--- config.mk ---
export PLATFORM = sky130hd
export DESIGN_NAME = dbus_bridge
export DESIGN_NICKNAME = d
export VERILOG_FILES = /design/src/rtl/dbus_bridge_pkg.sv /design/src/rtl/dbus_bridge_lane.sv /design/src/rtl/dbus_bridge.sv
export SDC_FILE = /design/constraint.sdc
export NUM_CORES = 1
export LEC_CHECK = 0
export ABC_AREA = 1
export CAP_MARGIN = 10
export CORE_ASPECT_RATIO = 1.5
export CORE_MARGIN = 10
export CORE_UTILIZATION = 45
export CTS_CLUSTER_SIZE = 30
export DETAILED_ROUTE_END_ITERATION = 8
export DONT_BUFFER_PORTS = 1
export GPL_ROUTABILITY_DRIVEN = 1
export SETUP_SLACK_MARGIN = 0.3
export SYNTH_ARGS = -nofsm -noshare
export SYNTH_HDL_FRONTEND = slang
export SYNTH_SLANG_ARGS = --single-unit
--- constraint.sdc ---
create_clock -name clk_i -period 3.49 [get_ports clk_i]
set_input_delay 0.698 -clock clk_i [delete_from_list [all_inputs] [get_ports clk_i]]
set_output_delay 0.698 -clock clk_i [all_outputs]
set_load 0.05 [all_outputs]
--- src/rtl/dbus_bridge_pkg.sv ---
// Shared bexkat1 definitions used by the data-bus bridge.
// State encoding and Wishbone lane-select constants.
package bexkat1Def;

  typedef enum logic [1:0] {
    IDLE,
    ADDR,
    WAIT,
    DONE
  } dbus_state_t;

  localparam logic [3:0] SEL_WORD = 4'hf;
  localparam logic [3:0] SEL_HI   = 4'b1100;
  localparam logic [3:0] SEL_LO   = 4'b0011;

endpackage

--- src/rtl/dbus_bridge_lane.sv ---
// Lane logic: store replication, load right-justification and
// big-endian lane-select legality check.
module dbus_lane
  import bexkat1Def::*;
(
  input  logic [3:0]  wsel_i,
  input  logic [31:0] wdat_i,
  input  logic [3:0]  rsel_i,
  input  logic [31:0] rdat_i,
  output logic        legal_o,
  output logic [31:0] wdat_o,
  output logic [31:0] rdat_o
);

  always_comb begin
    legal_o = 1'b1;
    wdat_o  = '0;
    unique case (wsel_i)
      4'b1000, 4'b0100,
      4'b0010, 4'b0001: wdat_o = {4{wdat_i[7:0]}};
      SEL_HI, SEL_LO:   wdat_o = {2{wdat_i[15:0]}};
      SEL_WORD:         wdat_o = wdat_i;
      default:          legal_o = 1'b0;
    endcase
  end

  // Lane 0 of the select is bits 31:24 (big-endian bus).
  always_comb begin
    rdat_o = '0;
    unique case (rsel_i)
      4'b1000:  rdat_o = {24'b0, rdat_i[31:24]};
      4'b0100:  rdat_o = {24'b0, rdat_i[23:16]};
      4'b0010:  rdat_o = {24'b0, rdat_i[15:8]};
      4'b0001:  rdat_o = {24'b0, rdat_i[7:0]};
      SEL_HI:   rdat_o = {16'b0, rdat_i[31:16]};
      SEL_LO:   rdat_o = {16'b0, rdat_i[15:0]};
      SEL_WORD: rdat_o = rdat_i;
      default:  rdat_o = '0;
    endcase
  end

endmodule

--- src/rtl/dbus_bridge.sv ---
// bexkat1 memory stage to pipelined Wishbone data-bus bridge.
// Optional watchdog enabled by defining DBUS_TIMEOUT_EN.
module dbus_bridge
  import bexkat1Def::*;
#(
  parameter int unsigned TIMEOUT = 255
) (
  input  logic        clk_i,
  input  logic        rst_n_i,
  input  logic        req_cyc_i,
  input  logic        req_we_i,
  input  logic [31:0] req_adr_i,
  input  logic [3:0]  req_sel_i,
  input  logic [31:0] req_dat_i,
  output logic        req_ack_o,
  output logic        req_err_o,
  output logic [31:0] req_dat_o,
  output logic        wb_cyc_o,
  output logic        wb_stb_o,
  output logic        wb_we_o,
  output logic [31:0] wb_adr_o,
  output logic [3:0]  wb_sel_o,
  output logic [31:0] wb_dat_o,
  input  logic        wb_stall_i,
  input  logic        wb_ack_i,
  input  logic        wb_err_i,
  input  logic [31:0] wb_dat_i
);

  dbus_state_t state_q, state_d;
  logic        we_q, we_d;
  logic [29:0] adr_q, adr_d;
  logic [3:0]  sel_q, sel_d;
  logic [31:0] wdat_q, wdat_d;
  logic [31:0] rdat_q, rdat_d;
  logic        err_q, err_d;
  logic        abort_q, abort_d;

  logic        legal;
  logic [31:0] wrep;
  logic [31:0] ralign;
  logic        busy;
  logic        rsp;
  logic        to_hit;
  logic [1:0]  unused_adr;

  assign unused_adr = req_adr_i[1:0];

  dbus_lane u_lane (
    .wsel_i  (req_sel_i),
    .wdat_i  (req_dat_i),
    .rsel_i  (sel_q),
    .rdat_i  (wb_dat_i),
    .legal_o (legal),
    .wdat_o  (wrep),
    .rdat_o  (ralign)
  );

  assign busy = (state_q == ADDR) || (state_q == WAIT);
  assign rsp  = ((state_q == ADDR) && !wb_stall_i)
             || (state_q == WAIT);

`ifdef DBUS_TIMEOUT_EN
  logic [7:0] cnt_q, cnt_d;

  assign to_hit = busy && (cnt_q == 8'(TIMEOUT - 1));

  always_comb begin
    cnt_d = '0;
    if (busy) cnt_d = cnt_q + 8'd1;
  end

  always_ff @(posedge clk_i or negedge rst_n_i) begin
    if (!rst_n_i) cnt_q <= '0;
    else          cnt_q <= cnt_d;
  end
`else
  logic [7:0] unused_timeout;

  assign unused_timeout = 8'(TIMEOUT);
  assign to_hit = 1'b0;
`endif

  always_ff @(posedge clk_i or negedge rst_n_i) begin
    if (!rst_n_i) state_q <= IDLE;
    else          state_q <= state_d;
  end

  always_comb begin
    state_d = state_q;
    unique case (state_q)
      IDLE: if (req_cyc_i) state_d = legal ? ADDR : DONE;
      ADDR: begin
        if (!wb_stall_i) begin
          state_d = (wb_ack_i || wb_err_i) ? DONE : WAIT;
        end
      end
      WAIT: if (wb_ack_i || wb_err_i) state_d = DONE;
      DONE: state_d = IDLE;
      default: state_d = IDLE;
    endcase
    if (to_hit) state_d = DONE;
  end

  always_comb begin
    we_d    = we_q;
    adr_d   = adr_q;
    sel_d   = sel_q;
    wdat_d  = wdat_q;
    rdat_d  = rdat_q;
    err_d   = err_q;
    abort_d = abort_q;
    if (state_q == IDLE && req_cyc_i) begin
      we_d    = req_we_i;
      adr_d   = req_adr_i[31:2];
      sel_d   = req_sel_i;
      wdat_d  = wrep;
      rdat_d  = '0;
      err_d   = !legal;
      abort_d = 1'b0;
    end
    if (busy && !req_cyc_i) abort_d = 1'b1;
    // Error wins over ack; error completions carry zero data.
    if (rsp && wb_err_i) begin
      err_d  = 1'b1;
      rdat_d = '0;
    end else if (rsp && wb_ack_i) begin
      rdat_d = ralign;
    end
    if (to_hit) begin
      err_d  = 1'b1;
      rdat_d = '0;
    end
  end

  always_ff @(posedge clk_i or negedge rst_n_i) begin
    if (!rst_n_i) begin
      we_q    <= 1'b0;
      adr_q   <= '0;
      sel_q   <= '0;
      wdat_q  <= '0;
      rdat_q  <= '0;
      err_q   <= 1'b0;
      abort_q <= 1'b0;
    end else begin
      we_q    <= we_d;
      adr_q   <= adr_d;
      sel_q   <= sel_d;
      wdat_q  <= wdat_d;
      rdat_q  <= rdat_d;
      err_q   <= err_d;
      abort_q <= abort_d;
    end
  end

  always_comb begin
    wb_cyc_o  = busy;
    wb_stb_o  = (state_q == ADDR);
    wb_we_o   = we_q;
    wb_adr_o  = {adr_q, 2'b00};
    wb_sel_o  = sel_q;
    wb_dat_o  = wdat_q;
    req_ack_o = (state_q == DONE) && !abort_q;
    req_err_o = req_ack_o && err_q;
    req_dat_o = req_ack_o ? rdat_q : '0;
  end

endmodule

==> results of run 1 <==
critical path: stages (launching register included):
cell and delay, ps:
dfrtp_1 430, ha_1 200, nand2_1 680, buf_4 290, nor2_1 50, buf_4 180
per-layer routing:
metal / GRT usage, % / up-vias / share of wire (%)
li1: - / 2338 / -
met1: 19.9 / 2190 / 34
met3: 7.73 / 37 / 11
met2: 32.9 / 186 / 51
met5: 0 / - / 0
met4: 9.58 / 0 / 4.0
how the worst min path moves through the flow:
stage	slack, ps	cells after the start	endpoint	from
6_report	50	0	rdat_q[3]	rst_n_i
4_1_cts	30	0	rdat_q[3]	rst_n_i
3_5_place_dp	410	0	rdat_q[3]	rst_n_i
2_1_floorplan	400	0	abort_q	rst_n_i
3_3_place_gp	410	0	rdat_q[2]	rst_n_i
5_1_grt	30	0	abort_q	rst_n_i
cell usage after synthesis (all sizes together):
cell type	instances
o21ai	30
a21oi	4
buf	27
o211ai	1
inv	96
clkbuf	8
nor2	50
ha	4
conb	1
nand3	90
dfrtp	103
nand3b	1
nand2	350
and2	1
kinds of logic after synthesis:
| kind of cell | share of synthesized area [%] |
|---|---|
| AND/OR/NAND/NOR | 38.6 |
| adder cells (fa/ha/maj) | 0.916 |
| AO/OA/AOI/OAI | 3.32 |
| flip-flops | 47.2 |
| other | 0.0686 |
| buffers and inverters | 9.96 |
cell type report:
cell class | instances | share of cell area (%)
Sequential cell | 103 | 42.5
Multi-Input combinational cell | 533 | 38.8
Inverter | 96 | 5.94
Timing Repair Buffer | 36 | 4.45
Clock buffer | 9 | 3.71
Tap cell | 153 | 3.15
Clock inverter | 7 | 1.48
power by group through the flow:
stage          logic, mW  clock network (mW)  registers, mW
2_1_floorplan       1.19                   0           2.97
3_3_place_gp        1.37                   0           3.13
3_5_place_dp        1.43                   0           3.13
4_1_cts             1.42                1.08           3.11
5_1_grt             1.59                1.13           3.14
6_report            1.41                1.05           3.10
sequential cells by signal, indices dropped and copies added, names as in the netlist:
name / cells
abort_q: 1
adr_q: 30
err_q: 1
rdat_q: 32
state_q: 2
wb_dat_o: 32
wb_sel_o: 4
wb_we_o: 1
==> impl_metrics.json, run 1 <==
{
  "min_period_ps": 2890,
  "multiInputGateArea_mm2": 0.00235,
  "p_int_mw": 2.53,
  "final.fill_count": 1212,
  "cts_setup_buffers": 0,
  "synth_top_area_share_pct": 47.2,
  "reg2reg_setup_slack_ps": 1190,
  "r2r_cells": 5,
  "drv_slew": 0,
  "finalPower_mw": 5.56,
  "p_sw_mw": 3.02,
  "dp.cells": 921,
  "rsz0062_at_grt": "false",
  "post_cts_resized": 0,
  "stdcell_area_mm2": 0.00607,
  "r2r_end": "rdat_q[13]",
  "seqPwrFrac_pct": 55.8,
  "cts_sinks": 103,
  "ir_drop_uv": 547,
  "synth_top_cell_by_area": "dfrtp_1",
  "synthTopCellsByArea": "dfrtp_1 47%, nand2_1 22%, nand3_1 8.1%",
  "drc": 0,
  "combinationalPowerShare_pct": 25.3,
  "io-pin-count": 212,
  "synth-seq-cells": 103,
  "dieArea_mm2": 0.0170,
  "place.gp.congestion": 0.902,
  "fin_nets": 890,
  "criticalPathCategory": "register to output pin",
  "cts_htree_levels": 3,
  "cp-startpoint": "state_q[1]",
  "outcome": "completed",
  "clk_pin_slew_worst_paths_ps": 80,
  "root_buffer": "clkbuf_16",
  "crit_end": "req_dat_o[23]",
  "clkLatencyLatePin_ps": 340,
  "tns_ps": 0,
  "required_ps": 2790,
  "finalNonFillerCells": 937,
  "maxCapViolations": 0,
  "dpl.hpwl_mm": 12.6,
  "numCtsBuffers": 9,
  "period_share_pct": 82.8,
  "final_common_cell": "nand2_1",
  "ys_warn_count": 0,
  "drtAntennaViolNets": 0,
  "cts_tree": "yes",
  "cts_buffer_depth": 2,
  "antenna_found_initial": 0,
  "fin_hold_ws_ps": 47.6,
  "rows": 49,
  "postCtsHoldBufs": 0,
  "r2r_start": "wb_sel_o[0]",
  "p_sw_share_pct": 54.4,
  "skew_ps": 8.60,
  "syn_area_mm2": 0.00546,
  "placement.cell_area_mm2": 0.00575,
  "area_growth_pct": 11.1,
  "via_per_inst": 5.07,
  "dp_slack_ps": 956,
  "routed_wirelength_mm": 16.9,
  "final_cell_mix": "323 x nand2_1, 103 x dfrtp_1, 91 x inv_1",
  "synth.avg_cell_area_um2": 7.13,
  "first_pass_iters": 5,
  "finalHoldViolations": 0,
  "track_usage_pct": 19.4,
  "leakage_nw": 3.35,
  "hold_path_class": "input port to asynchronous set/reset pin",
  "grt_max_degree": 105,
  "cp_max_fo": 27,
  "initial_core_util_pct": 45.7,
  "slew_headroom_pct": 28.3,
  "seq_area_mm2": 0.00258,
  "grt_pass1_vias": 4795,
  "routedWlPerCell_um": 18.0,
  "p_clk_share_pct": 18.9,
  "max_freq_mhz": 346,
  "vias": 4751,
  "diodes": 0,
  "setup.worst_path.end_class": "output pin",
  "seq_area_frac_synth_pct": 47.2,
  "max_slew.worst_pin.slew_ps": 1080,
  "ys_types": 26,
  "cp_data_arrival_time_ps": 2190,
  "layout-drive-gt1-share_pct": 12.0,
  "setup_viol_count_final": 0,
  "fp.coreArea_mm2": 0.0120,
  "post-route-worst-setup-slack_ps": 601,
  "die_w_um": 110,
  "power_density_mw_per_mm2": 916,
  "critical_path.startpoint_type": "register",
  "numPortBuffers": 0,
  "grt_pass1_wl_mm": 25.9,
  "grt_overflow_total": 0,
  "finalCoreUtilization_pct": 50.8,
  "die-height_um": 155,
  "drtIter0Drc": 242,
  "synthCells": 766
}
Power figures use the tool's default switching activity.
==> inputs of run 2 (changes only) <==
==> constraint.sdc (replaced) <==
create_clock -name clk_i -period 2.3 [get_ports clk_i]
set_input_delay 0.46 -clock clk_i [delete_from_list [all_inputs] [get_ports clk_i]]
set_output_delay 0.46 -clock clk_i [all_outputs]
set_load 0.05 [all_outputs]
==> run 2 against run 1 <==
The flow now finishes with violations (hold timing); clock power increased by 52%; sequential share of layout area decreased by 2.1 points; worst setup slack worse by 300 ps; clock skew shrank 3.5 ps; final cell count rose by 1.6%; via count increased by 3.6%; critical path type unchanged; largest power group unchanged.
==> impl_metrics.json, run 2 (synthesis gave the netlist of run 1 again) <==
{
  "drv_slew": 0,
  "fp.coreArea_mm2": 0.0120,
  "outcome": "complete, but fails checks",
  "track_usage_pct": 19.9,
  "die_w_um": 110,
  "combinationalPowerShare_pct": 29.5,
  "grt_pass1_vias": 4901,
  "cp_max_fo": 17,
  "drtAntennaViolNets": 0,
  "clk_pin_slew_worst_paths_ps": 70,
  "fin_hold_ws_ps": -191,
  "root_buffer": "clkbuf_16",
  "area_growth_pct": 16.8,
  "place.gp.congestion": 0.892,
  "maxCapViolations": 0,
  "dpl.hpwl_mm": 12.7,
  "multiInputGateArea_mm2": 0.00240,
  "seqPwrFrac_pct": 52.2,
  "initial_core_util_pct": 45.7,
  "vias": 4920,
  "r2r_cells": 7,
  "grt_overflow_total": 0,
  "r2r_start": "wb_sel_o[2]",
  "drtIter0Drc": 196,
  "tns_ps": 0,
  "clkLatencyLatePin_ps": 340,
  "antenna_found_initial": 0,
  "die-height_um": 155,
  "required_ps": 1840,
  "final.fill_count": 1148,
  "skew_ps": 5.08,
  "finalHoldViolations": 103,
  "hold_path_class": "input port to asynchronous set/reset pin",
  "p_clk_share_pct": 18.4,
  "p_int_mw": 4.04,
  "final_cell_mix": "322 x nand2_1, 103 x dfrtp_1, 91 x inv_1",
  "seq_area_mm2": 0.00258,
  "max_freq_mhz": 501,
  "rsz0062_at_grt": "true",
  "power_density_mw_per_mm2": 1370,
  "rows": 49,
  "cts_sinks": 103,
  "grt_max_degree": 105,
  "r2r_end": "rdat_q[13]",
  "cts_tree": "yes",
  "grt_pass1_wl_mm": 26.5,
  "period_share_pct": 86.9,
  "first_pass_iters": 5,
  "setup_viol_count_final": 0,
  "max_slew.worst_pin.slew_ps": 563,
  "p_sw_share_pct": 53.7,
  "min_period_ps": 2000,
  "slew_headroom_pct": 62.4,
  "crit_end": "req_dat_o[20]",
  "final_common_cell": "nand2_1",
  "numPortBuffers": 0,
  "cp_data_arrival_time_ps": 1540,
  "cts_htree_levels": 3,
  "io-pin-count": 212,
  "numCtsBuffers": 9,
  "ir_drop_uv": 871,
  "leakage_nw": 3.48,
  "routed_wirelength_mm": 17.2,
  "reg2reg_setup_slack_ps": 490,
  "cts_buffer_depth": 2,
  "violations": "hold timing",
  "diodes": 0,
  "setup.worst_path.end_class": "output pin",
  "critical_path.startpoint_type": "register",
  "placement.cell_area_mm2": 0.00586,
  "routedWlPerCell_um": 18.0,
  "cp-startpoint": "state_q[0]",
  "fin_nets": 905,
  "layout-drive-gt1-share_pct": 15.5,
  "stdcell_area_mm2": 0.00638,
  "criticalPathCategory": "register to output pin",
  "dieArea_mm2": 0.0170,
  "drc": 0,
  "via_per_inst": 5.17,
  "p_sw_mw": 4.69
}
-- run 2: repair_timing --
item / in CTS / in global routing
endpoints found under the hold margin: 103 / 103
buffers inserted: 3 / 0
pin swaps: 1 / 0
endpoints found under the setup margin: 33 / 44
gates resized for setup: 7 / 41
cloned: 1 / 0
-- run 2: worst max-delay path, cell delays in order (launching register included) --
cell     delay [ps]
dfrtp_1         390
ha_2            210
nand2_4          90
buf_12          170
nor2_1          150
buf_6           180
-- run 2: worst min path at each step --
stage               cells after the start     from      endpoint
finish                                  0  rst_n_i     rdat_q[4]
detailed placement                      0  rst_n_i     rdat_q[3]
floorplan                               0  rst_n_i       abort_q
CTS                                     0  rst_n_i  wb_dat_o[27]
global placement                        0  rst_n_i     rdat_q[3]
global route                            0  rst_n_i     rdat_q[4]
-- run 2: cell type report --
cell class	instances	share of cell area, %
timing repair buffer	51	8.49
tap	153	3.00
sequential	103	40.4
clock buffer	9	3.53
multi-input combinational	533	37.5
inverter	96	5.66
clock inverter	7	1.41
-- run 2: stage by stage --
stage | cells | worst slack, ps | hold slack, ps | total power [mW] | util, %
global route | 952 | 254 | -211 | 9.21 | 53.4
CTS | 952 | 300 | -202 | 8.76 | 52.3
global placement | 932 | 516 | 168 | 6.95 | 49.0
detailed placement | 932 | 501 | 168 | 7.05 | 49.0
floorplan | 767 | 312 | 164 | 6.30 | -
finish | 952 | 302 | -191 | 8.73 | 53.4
-- run 2: power groups by stage --
stage / clock network, mW / logic (mW) / registers, mW
global placement: 0 / 2.35 / 4.60
CTS: 1.63 / 2.54 / 4.58
finish: 1.60 / 2.57 / 4.56
floorplan: 0 / 1.80 / 4.50
detailed placement: 0 / 2.43 / 4.61
global route: 1.72 / 2.86 / 4.63
-- run 2: metal layers --
layer / global-route usage, % / routed length (µm) / up-vias
met4: 9.27 / 738 / 0
met1: 21.0 / 5700 / 2310
met3: 7.36 / 1920 / 42
met5: 0 / 0 / -
li1: - / - / 2370
met2: 33.8 / 8790 / 198
==> variant 1 (flow settings as in run 2) <==
Build with the macro `DBUS_TIMEOUT_EN` defined.
--- a/src/rtl/dbus_bridge.sv
+++ b/src/rtl/dbus_bridge.sv
@@ -1,5 +1,7 @@
 // bexkat1 memory stage to pipelined Wishbone data-bus bridge.
 // Optional watchdog enabled by defining DBUS_TIMEOUT_EN.
+`define DBUS_TIMEOUT_EN
+
 module dbus_bridge
   import bexkat1Def::*;
 #(
Function: same outputs for any inputs over 10 cycles, from zero or initial values and one cycle with rst_n_i low; that may be too few to reach the edited logic, so the function may still have changed.
==> variant 1 against run 2 <==
  * The flow still finishes with violations (hold timing)
  * Global-route usage shrank 0.67 points
  * Setup slack gained 0.018 ns
  * Total power grew 11%
  * Area after synthesis grew 4.0%
  * Synthesized cell count up 4.4%
  * Wire length is 3.6% higher
  * Sequential cell count is 8 higher
  * Register-to-register slack got worse by 0.05 ns
  * Sequential power grew 10%
  * Fmax up 0.90%
  * Count of clock-buffer cells in the layout grew 1
  * Final area is 4.5% higher
  * Largest power group unchanged
  * Highest routed layer unchanged
==> variant 1: results (changes against run 2) <==
* Result of the run: finished, violations left
* Violations in the final reports: hold timing
* DRT iter0 DRCs at 242 (+23%)
* Wire per inst at 17.8 microns (-1.0%)
* Tightest slew margin relative to the limit at 60.9% (-1.5 points)
* Peak fanout along the critical path at 17 (unchanged)
* Non-filler instance count after layout at 996 (+4.6%)
* Final hold violation count at 111 (+7.8%)
* Aggregate global-route resource usage at 19.2% (-0.67 points)
* Number of warning messages in the yosys log at 0 (unchanged)
* Post-route worst hold slack at -0.193 ns (-0.00187 ns)
* Internal power contribution at 4.45 mW (+10%)
* Cell count after placement at 975 (+4.6%)
* Layout cell share with drive strength beyond 1 at 12.9% (-2.7 points)
* Final GP Congestion at 0.858 (-3.7%)
* Maximum number of pins on one net before global-route repair at 112 (+6.7%)
* Placed standard-cell area at 6130 sq um (+4.5%)
* Number of different library cells in the post-synthesis netlist at 24 (-7.7%)
* Top post-synthesis cells by area: dfrtp_1 49%, nand2_1 24%, nand3_1 10%
* Met2 Usage GRT at 32.2% (-1.6 points)
* Half-perimeter wire length after detailed placement at 13000 microns (+2.6%)
* Arrival time of the worst setup path at 1.52 ns (-0.02 ns)
* Lkg Pwr at 3.62 nW (+4.1%)
* Final Skew at 0.00774 ns (+0.00266 ns)
* Met1 routing resource usage after global routing at 21.1% (+0.14 points)
* Vias post-DR at 5263 (+7.0%)
* Worst vdd rail ir drop at 888 uV (+2.0%)
* Net count, final at 948 (+4.8%)
* Worst slack after detailed placement at 0.460 ns (-0.0410 ns)
* Global routing usage on met3 at 7.77% (+0.40 points)
* Synthesized instance count at 800 (+4.4%)
* Wire length of the first global-routing pass at 27800 microns (+4.6%)
* Register area share after synthesis at 48.9% (+1.7 points)
* Ranking of synthesized cells by instance count: 362 x nand2_1, 118 x nand3_1, 111 x dfrtp_1
-- variant 1: cell count changes in the layout (fill, tap and decap cells not counted), moves of 3 or more --
cell	change
o21ai_1	-10
ha_1	+3
a21oi_1	+4
nor2_4	-3
inv_1	-28
nand2_2	-21
dfrtp_1	+8
nand2_1	+38
buf_4	+6
nor2_2	+8
nor2_1	+22
nand3_1	+30
o21ai_0	-13
-- variant 1: kinds of logic after synthesis --
| family | count (synthesis) | synth area share (%) |
|---|---|---|
| flops | 111 | 48.9 |
| buf+inv | 101 | 7.42 |
| other cells | 1 | 0.0660 |
| compound gates | 15 | 1.36 |
| simple gates | 566 | 41.0 |
| fa+ha+maj | 6 | 1.32 |
-- variant 1: worst register-to-register path, stage by stage (launching register included) --
cell and delay (ns):
dfrtp_1 0.39, buf_4 0.15, inv_1 0.09, ha_1 0.25, nand2_1 0.07, nor2_1 0.04
nand2_1 0.15, nand2_1 0.11, nor2_2 0.12, buf_8 0.22, nand3_1 0.11, nand2_1 0.09
-- variant 1: final timing paths --
check	from	end	slack, ns	depth (start not counted)
min reg2reg	cnt_q[0]	cnt_q[0]	0.50	1
max in group asynchronous	rst_n_i	rdat_q[11]	2.35	0
min	rst_n_i	cnt_q[4]	-0.19	0
max reg2reg	state_q[1]	rdat_q[29]	0.44	11
max	state_q[0]	req_dat_o[26]	0.32	5
min in group clk_i	req_adr_i[9]	adr_q[7]	0.23	2
-- variant 1: power by group through the flow --
stage          Combinational [mW]  Clock, mW  Sequential [mW]
5_1_grt                      3.37       1.78             5.11
4_1_cts                      2.87       1.70             5.05
3_3_place_gp                 2.74          0             5.08
6_report                     3.02       1.65             5.02
2_1_floorplan                2.07          0             4.98
3_5_place_dp                 2.83          0             5.08
-- variant 1: timing repair --
| action | in CTS | in global routing |
|---|---|---|
| gates resized for setup | 7 | 44 |
| hold endpoints to repair | 111 | 111 |
| buffers inserted | 1 | 2 |
| setup endpoints to repair | 34 | 66 |
| pin swaps | 0 | 1 |
| gates cloned | 0 | 2 |
-- variant 1: per-layer routing --
layer / routed length, microns / share of wire (%)
met5: 0 / 0
met4: 609 / 3.4
met3: 1950 / 11
met2: 8880 / 50
met1: 6330 / 36
-- variant 1: layout make-up --
type	instances	area (sq um)
fill	1231	5780
sequential	111	2780
multi-input combinational	589	2540
timing repair buffer	58	594
inverter	66	248
clock buffer	10	239
tap	156	195
clock inverter	6	75.1
==> variant 2 (flow settings as in run 2) <==
Without the edit above. Re-encode `dbus_state_t` (4 states) as Gray code, 2 bits wide.
--- a/src/rtl/dbus_bridge_pkg.sv
+++ b/src/rtl/dbus_bridge_pkg.sv
@@ -3,10 +3,10 @@
 package bexkat1Def;
 
   typedef enum logic [1:0] {
-    IDLE,
-    ADDR,
-    WAIT,
-    DONE
+    IDLE = 2'b00,
+    ADDR = 2'b01,
+    WAIT = 2'b11,
+    DONE = 2'b10
   } dbus_state_t;
 
   localparam logic [3:0] SEL_WORD = 4'hf;
Formal check against the unedited RTL: same outputs for any inputs over 10 cycles, from zero or initial values and one cycle with rst_n_i low; not proved beyond that.
==> variant 2 against run 2 <==
  * Setup slack worse by 0.026 ns
  * Global-route usage is 0.80 points lower
  * Via count is 10% lower
  * Wire length down 8.2%
  * Area after synthesis is 8.7% lower
  * Final area is 0.71% higher
  * Sequential cell count did not move
  * Sequential power up 3%
  * First-iteration DRC count up 7.7%
  * The run still ends with hold timing left
  * Highest routed layer unchanged
  * Total power is 1.5% lower
==> variant 2: results (changes against run 2) <==
* Number of different library cells in the post-synthesis netlist at 28 (+7.7%)
* Number of optimization iterations in the first detailed-route pass at 4 (-1)
* Worst skew pair latency at 0.34 ns (about the same)
* Count of inserted antenna diode cells at 0 (unchanged)
* Worst vdd rail ir drop at 872 uV (+0.17%)
* Result of the run: finished, violations left
* Met2 Usage GRT at 33.0% (-0.75 points)
* CTS Buf Count at 9 (unchanged)
* Cell family with most CP delay: buffers and inverters
* Max incr delay on CP at 0.41 ns (+0.02 ns)
* Wire length after detailed routing at 15800 microns (-8.2%)
* Peak fanout along the critical path at 16 (-1)
* Cell count after placement at 840 (-9.9%)
* Part of the power in registers at 54.5% (+2.3 points)
* Wire length of the first global-routing pass at 24000 microns (-9.6%)
* Aggregate global-route resource usage at 19.1% (-0.80 points)
* Crit path max-delay cell type: dfrtp_1
* Met3 routed wirelength at 1620 microns (-16%)
* Mean number of vias per cell at 5.14 (-0.48%)
* Layout cell share with drive strength beyond 1 at 16.7% (+1.2 points)
* Maximum number of pins on one net before global-route repair at 104 (-0.95%)
* Fillers at 1000 (-13%)
* Worst flop-to-flop path endpoint: rdat_q[16]
* Violations in the final reports: hold timing
* DRT iter0 DRCs at 211 (+7.7%)
* Vias in the first global route at 4475 (-8.7%)
* Post CTS Setup Buffer Count at 3 (unchanged)
* Reg2reg start: state_q[0]
* Tightest slew margin relative to the limit at 57.6% (-4.8 points)
* Met2 WL at 8350 microns (-5.0%)
* Final Skew at 0.00703 ns (+0.00194 ns)
* Slack of the worst reg-to-reg path at 0.46 ns (-0.03 ns)
* End point of the critical path: req_dat_o[14]
* Half-perimeter wire length after detailed placement at 12100 microns (-5.2%)
* Top post-synthesis cells by area: dfrtp_1 52%, nand2_1 24%, inv_1 5.7%
* Met1 routing resource usage after global routing at 19.4% (-1.6 points)
* Clock network fraction of total power at 17.7% (-0.7 points)
* Met1 Wirelength at 5330 microns (-6.6%)
* Depth of the worst register-to-register path at 6 (-1)
* Arrival time of the worst setup path at 1.56 ns (+0.02 ns)
* Number of warning messages in the yosys log at 0 (unchanged)
* Global routing usage on met3 at 8.04% (+0.68 points)
* Post-route worst hold slack at -0.189 ns (+0.00234 ns)
* Net count, final at 816 (-9.8%)
* HP Class: in2async
* Synth Area per Inst at 7.41 sq um (+3.9%)
* Lkg Pwr at 3.19 nW (-8.3%)
* Register area share after synthesis at 51.7% (+4.5 points)
* Final hold violation count at 103 (unchanged)
* Final GP Congestion at 0.875 (-1.9%)
* Switching share of power at 54.0% (+0.30 points)
* Placed standard-cell area at 6010 sq um (+2.5%)
* Number of instances resized during post-cts repair at 13 (+6)
* Ranking of synthesized cells by instance count: 320 x nand2_1, 103 x dfrtp_1, 76 x inv_1
* Vias post-DR at 4423 (-10%)
* Origin of the worst setup path: abort_q
[variant 2: metrics by stage]
step / hold WS, ns / setup WS, ns / total power, mW / utilization (%)
after floorplan: 0.164 / 0.212 / 6.37 / -
after global placement: 0.168 / 0.239 / 6.88 / 54.9
after detailed placement: 0.169 / 0.175 / 6.96 / 54.9
after CTS: -0.199 / 0.272 / 8.61 / 58.3
after global routing: -0.203 / 0.191 / 9.05 / 58.8
final: -0.189 / 0.276 / 8.60 / 58.8
[variant 2: final cells by class]
cell class	instances	area (sq um)	share of cell area, %
repair buffers	49	778	12.1
repair inverters	2	22.5	0.350
clock inverters	5	58.8	0.915
multi-input cells	466	2240	34.9
clock buffers	10	239	3.72
well taps	147	184	2.86
flip-flops and latches	103	2580	40.1
inverters	78	324	5.04
[variant 2: logic make-up after synthesis]
kind of cell	after synthesis	share of synthesized area, %
compound gates	44	5.54
flops	103	51.7
buf+inv	105	8.61
other cells	1	0.0752
simple gates	420	34.1
